==> src/rtl/ifetch_pkg.sv <==
// Shared types and constants for the instruction-fetch controller.
// Holds the FSM state type and the NOP / PC increment values.
package ifetch_pkg;

    typedef enum logic [1:0] {
        ST_IDLE  = 2'd0,
        ST_FETCH = 2'd1,
        ST_HOLD  = 2'd2,
        ST_DRAIN = 2'd3
    } state_e;

    localparam logic [31:0] NOP_INST = 32'h0000_0000;
    localparam logic [31:0] PC_STEP  = 32'd4;

endpackage

==> src/rtl/ifetch_perf.sv <==
// Saturating event counters for fetch performance: delivered instructions and miss-stall cycles.
// Latency: counts visible one cycle after the event; no backpressure; cleared only by rst_i.
module ifetch_perf
    import ifetch_pkg::*;
(
    input  logic        clk_i,
    input  logic        rst_i,
    input  logic        i_fetch_inc,
    input  logic        i_miss_inc,
    output logic [31:0] o_perf_fetch,
    output logic [31:0] o_perf_miss_cyc
);

    logic [31:0] r_fetch;
    logic [31:0] r_miss;

    always_ff @(posedge clk_i) begin
        if (rst_i) begin
            r_fetch <= '0;
            r_miss  <= '0;
        end else begin
            if (i_fetch_inc && (r_fetch != 32'hFFFF_FFFF)) r_fetch <= r_fetch + 32'd1;
            if (i_miss_inc  && (r_miss  != 32'hFFFF_FFFF)) r_miss  <= r_miss  + 32'd1;
        end
    end

    assign o_perf_fetch    = r_fetch;
    assign o_perf_miss_cyc = r_miss;

endmodule

==> src/rtl/ifetch_ctrl.sv <==
// Instruction-fetch controller: issues pc_i to the I-cache, stalls the PC on a miss, owns the IF/ID latch.
// Latency 1 cycle on a hit; stall_i parks a fetched word in a hold buffer; IFETCH_PERF_EN adds perf counters.
module ifetch_ctrl
    import ifetch_pkg::*;
(
    input  logic        clk_i,
    input  logic        rst_i,
    input  logic        start_i,
    input  logic [31:0] pc_i,
    input  logic        stall_i,
    input  logic        flush_i,
    input  logic        mem_ack_i,
    input  logic [31:0] mem_data_i,
    output logic        mem_req_o,
    output logic [31:0] mem_addr_o,
    output logic        fetch_stall_o,
    output logic [31:0] if_id_pc4_o,
    output logic [31:0] if_id_inst_o,
    output logic        if_id_valid_o
`ifdef IFETCH_PERF_EN
    ,
    output logic [31:0] perf_fetch_o,
    output logic [31:0] perf_miss_cyc_o
`endif
);

    state_e      r_state;
    state_e      w_state_nxt;
    logic [31:0] r_pc4;
    logic [31:0] r_inst;
    logic        r_valid;
    logic [31:0] r_hold_pc4;
    logic [31:0] r_hold_inst;

    logic        w_run;
    logic        w_req;
    logic        w_ack;
    logic [31:0] w_pc4;
    logic        w_load;
    logic [31:0] w_load_pc4;
    logic [31:0] w_load_inst;
    logic        w_load_valid;
    logic        w_capture;
    logic        w_hold_clr;

    // Reset and a dropped start_i silence the cache port in the same cycle.
    assign w_run = start_i & ~rst_i;
    assign w_req = w_run & ((r_state == ST_FETCH) || (r_state == ST_DRAIN));
    assign w_ack = w_req & mem_ack_i;
    assign w_pc4 = pc_i + PC_STEP;

    always_comb begin
        w_state_nxt  = r_state;
        w_load       = 1'b0;
        w_load_pc4   = '0;
        w_load_inst  = NOP_INST;
        w_load_valid = 1'b0;
        w_capture    = 1'b0;
        w_hold_clr   = 1'b0;
        unique case (r_state)
            ST_IDLE: begin
                if (start_i) w_state_nxt = ST_FETCH;
            end
            ST_FETCH: begin
                if (w_ack) begin
                    if (flush_i) begin
                        w_load = 1'b1;
                    end else if (!stall_i) begin
                        w_load       = 1'b1;
                        w_load_pc4   = w_pc4;
                        w_load_inst  = mem_data_i;
                        w_load_valid = 1'b1;
                    end else begin
                        w_capture   = 1'b1;
                        w_state_nxt = ST_HOLD;
                    end
                end else if (flush_i) begin
                    // The request already in flight cannot be recalled; wait for its ack.
                    w_state_nxt = ST_DRAIN;
                end
            end
            ST_HOLD: begin
                if (flush_i) begin
                    w_load      = 1'b1;
                    w_hold_clr  = 1'b1;
                    w_state_nxt = ST_FETCH;
                end else if (!stall_i) begin
                    w_load       = 1'b1;
                    w_load_pc4   = r_hold_pc4;
                    w_load_inst  = r_hold_inst;
                    w_load_valid = 1'b1;
                    w_hold_clr   = 1'b1;
                    w_state_nxt  = ST_FETCH;
                end
            end
            ST_DRAIN: begin
                if (w_ack) begin
                    w_load      = 1'b1;
                    w_state_nxt = ST_FETCH;
                end
            end
            default: w_state_nxt = ST_IDLE;
        endcase
    end

    always_ff @(posedge clk_i) begin
        if (rst_i || !start_i) begin
            r_state     <= ST_IDLE;
            r_pc4       <= '0;
            r_inst      <= NOP_INST;
            r_valid     <= 1'b0;
            r_hold_pc4  <= '0;
            r_hold_inst <= NOP_INST;
        end else begin
            r_state <= w_state_nxt;
            if (w_load) begin
                r_pc4   <= w_load_pc4;
                r_inst  <= w_load_inst;
                r_valid <= w_load_valid;
            end
            if (w_capture) begin
                r_hold_pc4  <= w_pc4;
                r_hold_inst <= mem_data_i;
            end else if (w_hold_clr) begin
                r_hold_pc4  <= '0;
                r_hold_inst <= NOP_INST;
            end
        end
    end

    assign mem_req_o     = w_req;
    assign mem_addr_o    = w_req ? pc_i : 32'h0;
    assign fetch_stall_o = w_req & ~mem_ack_i;
    assign if_id_pc4_o   = r_pc4;
    assign if_id_inst_o  = r_inst;
    assign if_id_valid_o = r_valid;

`ifdef IFETCH_PERF_EN
    ifetch_perf u_perf (
        .clk_i           (clk_i),
        .rst_i           (rst_i),
        .i_fetch_inc     (w_run & w_load & w_load_valid),
        .i_miss_inc      (fetch_stall_o),
        .o_perf_fetch    (perf_fetch_o),
        .o_perf_miss_cyc (perf_miss_cyc_o)
    );
`endif

endmodule
==> config.mk <==
export PLATFORM = sky130hd
export DESIGN_NAME = ifetch_ctrl
export DESIGN_NICKNAME = d
export VERILOG_FILES = /design/src/rtl/ifetch_pkg.sv /design/src/rtl/ifetch_perf.sv /design/src/rtl/ifetch_ctrl.sv
export SDC_FILE = /design/constraint.sdc
export NUM_CORES = 1
export LEC_CHECK = 0
export ABC_AREA = 1
export BUFFER_PORTS_ARGS = -buffer_cell sky130_fd_sc_hd__buf_2
export CELL_PAD_IN_SITES_DETAIL_PLACEMENT = 1
export CELL_PAD_IN_SITES_GLOBAL_PLACEMENT = 2
export CORE_MARGIN = 2
export CORE_UTILIZATION = 29
export DETAILED_ROUTE_END_ITERATION = 12
export GPL_TIMING_DRIVEN = 0
export PLACE_DENSITY_LB_ADDON = 0.1
export RECOVER_POWER = 50
export SLEW_MARGIN = 20
export SYNTH_ARGS = -nofsm -noshare
export SYNTH_HDL_FRONTEND = slang
export SYNTH_SLANG_ARGS = --single-unit
export TNS_END_PERCENT = 10
==> constraint.sdc <==
create_clock -name clk_i -period 3.2 [get_ports clk_i]
set_clock_uncertainty 0.1 [all_clocks]
set_input_delay 0.16 -clock clk_i [delete_from_list [all_inputs] [get_ports clk_i]]
set_output_delay 0.16 -clock clk_i [all_outputs]
set_load 0.03 [all_outputs]
==> flow_summary.toml <==
[run_status]
status = "finished clean"

[timing]
setup_violations = 0
relSlewSlack_pct = 42.2
max_slew.worst_pin.slew_ps = 864
tns_ps = 0
timing.final.crit_share_pct = 83.4
rsz0062_at_grt = "no"
min_period_ps = 2670
hold_viol = 0
max_freq_ghz = 0.375
finalMaxSlewViolations = 0

[power]
clockPowerShare_pct = 53.0
netSwitchingPower_mw = 0.965
comb_power_share_pct = 7.1
max-vdd-ir-drop_mv = 0.253
power_mw = 4.10
power.internal_mw = 3.14
power_frac_seq_pct = 39.9
power.density_mw_per_mm2 = 482
power_leakage_nw = 3.29
p_sw_share_pct = 23.5

[critical_path]
path_cells = "inv_1 > ha_1 > nor2_1 > nor2_4 > inv_1 > buf_1 > nor2_1 > buf_2"
worstPathRequired_ps = 2940
crit_arrival_ps = 2410
max_stage_delay_ps = 410
crit_fanout = 10
worst_setup_path_end_kind = "output pin"
cp-start-kind = "flop"
cp_slowest_cell = "buf_1"
crit_type = "flop to output pin"
path_buf_inv = 4
path_delay_family = "buffers and inverters"

[yosys]
synth_compound_area_share_pct = 16.2
syn_area_mm2 = 0.00642
synth_top_family_by_area = "simple AND/OR/NAND/NOR gates"
synth_ff_type = "dfxtp_1"
ys_ff_latch = 131
ys_seq_area_share_pct = 40.9
synthSimpleGateAreaFrac_pct = 34.4
yosys.area.top_type_share_pct = 40.9
postSynthCellCount = 979
syn_nets = 1054
ys_warn_count = 0
synth.most_common_cell = "nand2_1"
synth-xor-area-share_pct = 0.682
synth_cell_types = 28
muxShareOfSynthArea_pct = 0
synth.avg_cell_area_um2 = 6.56
synth_edf_count = 0
synth_area_leaders = "dfxtp_1, nand2_1, a21oi_1"
synth_top_cell_by_area = "dfxtp_1"
async_flop_share_pct = 0
synth_fa_ha_area_share_pct = 0.975
synth_common_cells = "nand2_1, dfxtp_1, nor2_1"

[global_route]
antenna_found_initial = 0
grt_max_degree = 17
grt_pass1_vias = 7056
grt_pass1_wl_um = 37800
grt_overflow_total = 0
track_usage_pct = 20.6

[drt]
vias = 7134
dr.pass1.iters = 5
wl_per_cell_um = 16.0
drtAntennaViolNets = 0
post-route-drc-count = 0
routed_wirelength_um = 24000
routed_via_density = 4.77
drtIter0Drc = 351

[final_layout]
syn_to_final_growth_pct = 32.8
fin_nets = 1278
diodes = 0
stdcell_count = 1496
drive_gt1_share_pct = 12.9

[die]
die_h_um = 153
die_w_um = 153
core_area_mm2 = 0.0218
io_pins = 169
start_util_pct = 29.5
die-area_mm2 = 0.0233
num_rows = 54

[clock_network]
cts-root-buf = "clkbuf_16"
max-clock-path-buffers = 2
cts_buffers = 17
cts_sinks = 131
clk_latency_ps = 420
cts_tree = "yes"
htreeDepth = 4
clkTransAtPathRegs_ps = 60

[placement]
dp_cells = 1427
numPortBuffers = 168
gp_congestion = 0.811
hpwl_um = 17900

[flow_run]
max_cap_viol_count = 0

[min_path]
holdCritPathClass = "primary input to flop"
[sequential cells by signal, indices dropped and copies added (netlist names)]
| signal | cells |
|---|---|
| r_hold_inst | 32 |
| if_id_valid_o | 1 |
| r_hold_pc4 | 32 |
| if_id_inst_o | 32 |
| r_state | 2 |
| if_id_pc4_o | 32 |
[per-layer routing]
layer	up-vias	share of wire [%]	track usage, %
met1	3388	47	27.3
met4	0	0.85	3.70
li1	3601	-	-
met2	129	47	34.4
met3	16	4.8	5.18
met5	-	0	0
[repair_timing]
item,CTS,global route
gates resized for setup,0,0
hold buffers,37,0
setup buffers,0,0
hold endpoints to repair,41,0
[worst min-delay path, stage by stage]
cell,delay (ps)
buf_2,120
nand2_1,70
nand3_1,80
a21oi_1,60
[power by group through the flow]
| stage | clock, mW | combinational (mW) | sequential [mW] |
|---|---|---|---|
| final | 2.17 | 0.293 | 1.64 |
| after detailed placement | 0 | 0.263 | 1.67 |
| after global placement | 0 | 0.263 | 1.67 |
| after CTS | 2.21 | 0.300 | 1.64 |
| after global routing | 2.28 | 0.327 | 1.64 |
| after floorplan | 0 | 0.132 | 1.67 |
[final timing paths]
path | slack [ps] | cells after the start | endpoint | startpoint
setup / recovery | 530 | 8 | mem_addr_o[24] | r_state[1]
hold / removal | 10 | 4 | r_hold_pc4[11] | pc_i[11]
setup reg to reg | 600 | 7 | r_hold_inst[11] | r_state[1]
hold reg to reg | 360 | 2 | r_hold_inst[9] | r_hold_inst[9]
[cells in the final DEF, fill, tap and decap left out, drive strengths merged, types with 2 or more instances in the layout]
master / instances
clkinv: 5
inv: 53
dfxtp: 131
ha: 5
dlygate4sd3: 37
o21ai: 13
clkinvlp: 2
xor2: 5
a22oi: 29
nor2: 113
nand2: 378
bufinv: 5
clkbuf: 118
a21oi: 102
nand3: 61
buf: 122
and2: 2
o21a: 29
[cells by family (layout without fill, tap and decap cells)]
family / Yosys count / after routing
fa+ha+maj: 5 / 5
simple gates: 556 / 556
flops: 131 / 131
compound gates: 177 / 177
buf+inv: 105 / 342
xor+xnor: 5 / 5
[metrics by stage]
stage	hold WS, ps	util [%]	worst slack [ps]	cell area, um^2
6_report	10.8	39.2	532	8520
3_3_place_gp	332	35.0	924	7610
2_1_floorplan	201	-	1240	6420
3_5_place_dp	332	35.0	932	7610
4_1_cts	2.73	39.7	455	8630
5_1_grt	10.8	39.2	301	8520
[final cells by class]
| cell class | count | area (um^2) |
|---|---|---|
| plain buffers | 53 | 235 |
| inverters | 52 | 195 |
| repair buffers | 205 | 1130 |
| fillers | 2899 | 13200 |
| clock inverters | 13 | 206 |
| flip-flops and latches | 131 | 2620 |
| multi-input cells | 743 | 3340 |
| well taps | 280 | 350 |
| clock buffers | 19 | 443 |
No activity file was read; power rests on OpenSTA's default activity.
